`config.mk`:
```
export PLATFORM = sky130hd
export DESIGN_NAME = reg_file_wdemux
export DESIGN_NICKNAME = d
export VERILOG_FILES = /design/src/rtl/reg_file_wdemux_pkg.sv /design/src/rtl/decoder_4to16.sv /design/src/rtl/reg_file_wdemux.sv
export SDC_FILE = /design/constraint.sdc
export NUM_CORES = 2
export LEC_CHECK = 0
export CAP_MARGIN = 20
export CORE_AREA = 2 2 274 195
export CTS_BUF_LIST = sky130_fd_sc_hd__clkbuf_8
export CTS_CLUSTER_DIAMETER = 150
export DETAILED_ROUTE_END_ITERATION = 12
export DIE_AREA = 0 0 276 197
export DONT_BUFFER_PORTS = 1
export PLACE_DENSITY = 0.85
export RECOVER_POWER = 25
export SYNTH_ARGS = -nofsm -noshare
export SYNTH_HDL_FRONTEND = slang
export SYNTH_SLANG_ARGS = --single-unit
```
`constraint.sdc`:
```
create_clock -name clk -period 20.2 [get_ports clk]
set_input_delay 4.04 -clock clk [delete_from_list [all_inputs] [get_ports clk]]
set_output_delay 4.04 -clock clk [all_outputs]
set_load 0.01 [all_outputs]
```
`src/rtl/reg_file_wdemux_pkg.sv`:
```
// reg_file_wdemux_pkg: shared sizing constants for the register bank and its write decoder
package reg_file_wdemux_pkg;
    localparam int          REG_COUNT    = 16;
    localparam logic [3:0]  PC_INDEX     = 4'd15;
    localparam int          WCOUNT_WIDTH = 16;
endpackage

```
`src/rtl/decoder_4to16.sv`:
```
// decoder_4to16: write-side demux turning a register index into a one-hot write strobe
module decoder_4to16
    import reg_file_wdemux_pkg::*;
(
    input  logic [3:0]           addr,
    input  logic                 enable,
    output logic [REG_COUNT-1:0] onehot
);
    // the PC slot is never strobed, so writes to it vanish here
    assign onehot = (enable && addr != PC_INDEX) ? REG_COUNT'(1) << addr : '0;
endmodule

```
`src/rtl/reg_file_wdemux.sv`:
```
// reg_file_wdemux: 15 stored registers plus PC-backed R15, one decoded write port, three read ports
module reg_file_wdemux
    import reg_file_wdemux_pkg::*;
#(
    parameter int data_width = 32,
    parameter int addr_width = 4
) (
    input  logic                    clk,
    input  logic                    reset,
    input  logic                    write_enable,
    input  logic [addr_width-1:0]   write_addr,
    input  logic [data_width-1:0]   write_data,
    input  logic [addr_width-1:0]   read_addr1,
    input  logic [addr_width-1:0]   read_addr2,
    input  logic [addr_width-1:0]   debug_addr,
    input  logic [data_width-1:0]   r15_in,
    output logic [data_width-1:0]   read_data1,
    output logic [data_width-1:0]   read_data2,
    output logic [data_width-1:0]   debug_data,
    output logic [WCOUNT_WIDTH-1:0] write_count
);
    logic [data_width-1:0] regs [0:REG_COUNT-2];
    logic [REG_COUNT-1:0]  onehot;

    decoder_4to16 u_dec (
        .addr   (write_addr),
        .enable (write_enable),
        .onehot (onehot)
    );

    // store write_data into the strobed register; reset clears the bank immediately
    always_ff @(posedge clk or posedge reset) begin
        if (reset) begin
            for (int i = 0; i < REG_COUNT - 1; i++) regs[i] <= '0;
        end else begin
            for (int i = 0; i < REG_COUNT - 1; i++) if (onehot[i]) regs[i] <= write_data;
        end
    end

    // count committed writes; a strobe only exists for non-PC targets, and the count wraps
    always_ff @(posedge clk or posedge reset) begin
        if (reset) write_count <= '0;
        else if (|onehot) write_count <= write_count + 1'b1;
    end

    // port 1 read mux: PC index comes from outside, no bypass of pending writes
    always_comb begin
        case (read_addr1)
            PC_INDEX: read_data1 = r15_in;
            default:  read_data1 = regs[read_addr1];
        endcase
    end

    // port 2 read mux
    always_comb begin
        case (read_addr2)
            PC_INDEX: read_data2 = r15_in;
            default:  read_data2 = regs[read_addr2];
        endcase
    end

    // debug read mux
    always_comb begin
        case (debug_addr)
            PC_INDEX: debug_data = r15_in;
            default:  debug_data = regs[debug_addr];
        endcase
    end
endmodule

```
# Yosys cells after proc, flatten, opt, wreduce, memory -nomap -nowiden
# Cells that the tools add are included.
# word_totals
regBits	496
word_cells	43
out_inout_bits	112
# classes
muxes	13
add_sub_neg	1
n_bitwise	3
shifts	1
order_cmp	3
eq_ne	4
n_reduce_logical	2
# op_table
cell	count
binary-select mux 32 bit (select 4 bit)	3
two-way mux 32 bit	9
adder 16 x 1 -> 16 bit (second input constant)	1
two-way mux 16 bit	1
OR reduction 16 bit	1
<< shifter 1 x 4 -> 16 bit (first input constant)	1
>= comparator 5 bit (second input constant)	3
NOT 4 -> 5 bit	3
== test 4 bit (second input constant)	3
!= test 4 bit (second input constant)	1
logical AND 1 bit	1

# Longest topological paths before layout
# depth
ltp_word	5
ltp_mapped	7

# By module
# A second synthesis with hierarchy kept.
# hier_totals
cells_unflattened	2358
hier_area_um2	30824.6
# modules_own_cells
mod	seq_area_each_um2	cells_per_inst	instances	area_each_um2
reg_file_wdemux	12411.9	2334	1	30701.9
decoder_4to16	0.0	24	1	122.6

# Worst setup path after synthesis
# Ideal clock, no wire load.
# synth_timing
path_type	input port to output port
startpoint	input read_addr2[2]
endpoint	output read_data2[22]
stages	6
arrival_time_ps	5339
required_ps	16160
setup_slack_ps	10821
path_buffers	3
path_cell_list	buf_2 -> buf_2 -> clkbuf_1 -> mux4_2 -> a22oi_1 -> o21ai_0
# synth_between
elab_chain_cells	5
word_cells_on_any_way	6
classes_between	eq/ne (1); mux (4); bitwise (1)
# synth_lines
element	line	text
start: declaration	reg_file_wdemux.sv:14	input logic [addr_width-1:0] read_addr2,
NOT 4 -> 5 bit (implied by the code)	reg_file_wdemux.sv:58	default: read_data2 = regs[read_addr2];
binary-select mux 32 bit (select 4 bit)	reg_file_wdemux.sv:58	
two-way mux 32 bit (implied by the code) (2 in series)	reg_file_wdemux.sv:58	
two-way mux 32 bit (*)	reg_file_wdemux.sv:56	case (read_addr2)
end: declaration	reg_file_wdemux.sv:18	output logic [data_width-1:0] read_data2,
# Mark *: on every way between the ends. The rest lies on a longest branch, timed or not. The select of a mux whose other input is x is not followed.

==> metrics.txt <==
Global Route Usage Sum=37.3%; Setup crit end kind=async pin; count leader, synth=mux2_2; mapped cell area=0.0306 mm2; global-route wire length before repair=152 mm; crit-path cells=clkinvlp_2 > clkbuf_1 > clkbuf_1; Resize count post-CTS=0; maximum root-to-sink buffer count=3; router iterations before antenna repair=11; Hold Crit Class=reg -> reg; # rows=70; top post-synthesis cells by area=dfrtp_1, mux2_2, mux4_2; Req. time, crit path=20.08 ns; critical path class=in -> async; final RePlAce weighted congestion=0.961; ys flop type=dfrtp_1; sequential share of the synthesized area=40.5%; Die Y=197 um; cell count after synthesis=2341; Leak=13.2 nW; Design Area, Final=0.0323 mm2; Worst IR Drop VDD=74.6 uV; via/cell ratio=7.91; Critical Path Fanout Max=124; TritonCTS Buffers=82; routed len/inst=34.7 um; total gr overflow=0; Worst-Skew Late Latency=0.69 ns; Tmin final=11.19 ns; setup_tns=0 ns; CP max stage delay=3.27 ns; Port Buf Inserts=0; remaining antenna violation count=0; EDFF count, synth=0; clk_skew=0.00917 ns; Critical Path AT=11.07 ns; power density cells=99.3 mW/mm2; IO Pins=195; via count=23300; Max-slew headroom=-302%; Synthesized Nets=2425; DIE AREA=0.0544 mm2; H-tree depth=3; DR iter-0 viols=3726; DP HPWL=59.3 mm; endpoints failing setup=0; reg2reg setup slack=18.66 ns; final wirelength=102 mm; flops & latches, synth=496; type of origin of the critical path=input pin; Least-Margin Pin Slew=6.00 ns; clock sink count=496; Initial Util=59.3%; fin crit share=55.4%; initial antenna violation count=6; Placed Instance Area=0.0307 mm2; Most common cell on crit path=clkbuf_1; post-CTS setup buffers=0; Mean Syn Cell Area=13.1 um2; final net count=2286; Core Area=0.0517 mm2; slowest stage cell, crit path=clkinvlp_2; fraction of registers with async set/reset=100%; P&R area growth vs syn=5.31%; clk slew on worst S/H paths=0.06 ns; largest net degree at the start of global routing=163; vias in the first global route=23400; Min Hold Slack=0.540 ns; layout cell share with drive strength beyond 1=42.2%; DRC violations left=8; max cap viols=4; Die Span X=276 um; Yosys cell types=39; worst slack, placed=10.17 ns; post-synth top area cell=dfrtp_1; CTS hold repair buffers=0; CTS tree=built; outcome=complete, but fails checks; share of the synthesized area in the top cell type=40.5%; Fin. Hold Viols=0; yosys warns=0; count of pins over their slew limit=287; CTS root buffer=clkbuf_8; Final Power=3.20 mW; RSZ-0062 raised after global routing=false; PnR worst setup slack=9.01 ns; max frequency=0.0894 GHz; failing checks=DRC, capacitance limit, slew limit; Post-synth top cells=mux2_2, dfrtp_1, mux2i_1
flip-flops by register name, summed over array words and instances (netlist names):
register,flops
write_count,16
regs,480
layout make-up:
cell class              instances  area (um2)
diodes                          1        2.50
flip-flops and latches        496       12400
clock inverters                44         251
repair buffers                 32         225
inverters                       2        8.76
fillers                      3710       19400
clock buffers                  97        1340
multi-input cells            1588       17200
well taps                     684         856
final timing paths:
check,depth (start not counted),endpoint,from
worst max register to register,5,write_count[12],write_count[0]
worst max-delay path,3,regs[300],reset
max in group clk,4,read_data1[3],read_addr1[0]
worst min register to register,1,write_count[15],write_count[15]
min in group asynchronous,1,regs[472],reset
worst min-delay path,1,write_count[15],write_count[15]
cells in the final DEF (no fill, tap or decap), drive strengths merged, types with 3 or more instances in the layout:
| master | Yosys | routed |
|---|---|---|
| nor2 | 13 | 13 |
| mux4 | 192 | 192 |
| inv | 2 | 34 |
| and3 | 3 | 3 |
| buf | 115 | 26 |
| or2 | 3 | 3 |
| clkinv | 0 | 8 |
| mux2 | 545 | 545 |
| dfrtp | 496 | 496 |
| o22ai | 66 | 66 |
| xor2 | 5 | 5 |
| o21ai | 160 | 160 |
| mux2i | 224 | 224 |
| xnor2 | 10 | 10 |
| o221ai | 62 | 62 |
| a211o | 32 | 32 |
| a22oi | 64 | 64 |
| nand2 | 5 | 5 |
| nand2b | 42 | 42 |
| a31oi | 32 | 32 |
| o221a | 62 | 62 |
| nand4 | 10 | 10 |
| clkbuf | 140 | 103 |
| nand3 | 6 | 6 |
| nor2b | 36 | 36 |
logic make-up (layout without fill, tap and decap cells):
kind of cell             after synthesis  in the layout  synth area share (%)
flip-flops                           496            496                  40.5
AND/OR/NAND/NOR                      129            129                  2.51
multiplexers                         961            961                  41.5
adder cells (fa/ha/maj)                1              1                0.0408
XOR/XNOR                              15             15                 0.429
buffers and inverters                257            175                  3.80
AO/OA/AOI/OAI                        482            482                  11.2
other                                  0              1                     0
per-stage QoR:
step / cells / utilization [%]
global route: 2943 / 62.4
detailed placement: 2798 / 59.4
finish: 2944 / 62.4
floorplan: 2341 / -
CTS: 2939 / 62.4
global placement: 2798 / 59.4
worst max-delay path: cells and delay by family:
| family | cells | cell delay, ns |
|---|---|---|
| buffers and inverters | 3 | 6.87 |
layer usage:
layer  GRT usage (%)  wire length, um
met1            48.5            36400
met5               0              195
met3            16.4            16200
met4            19.9             5930
met2            52.9            43300
power breakdown:
part,total (mW),internal (mW),switching (mW)
clock,0.889,0.461,0.428
sequential,1.47,1.23,0.247
combinational,0.842,0.493,0.349
total,3.20,2.18,1.02
Power figures use the tool's default switching activity.
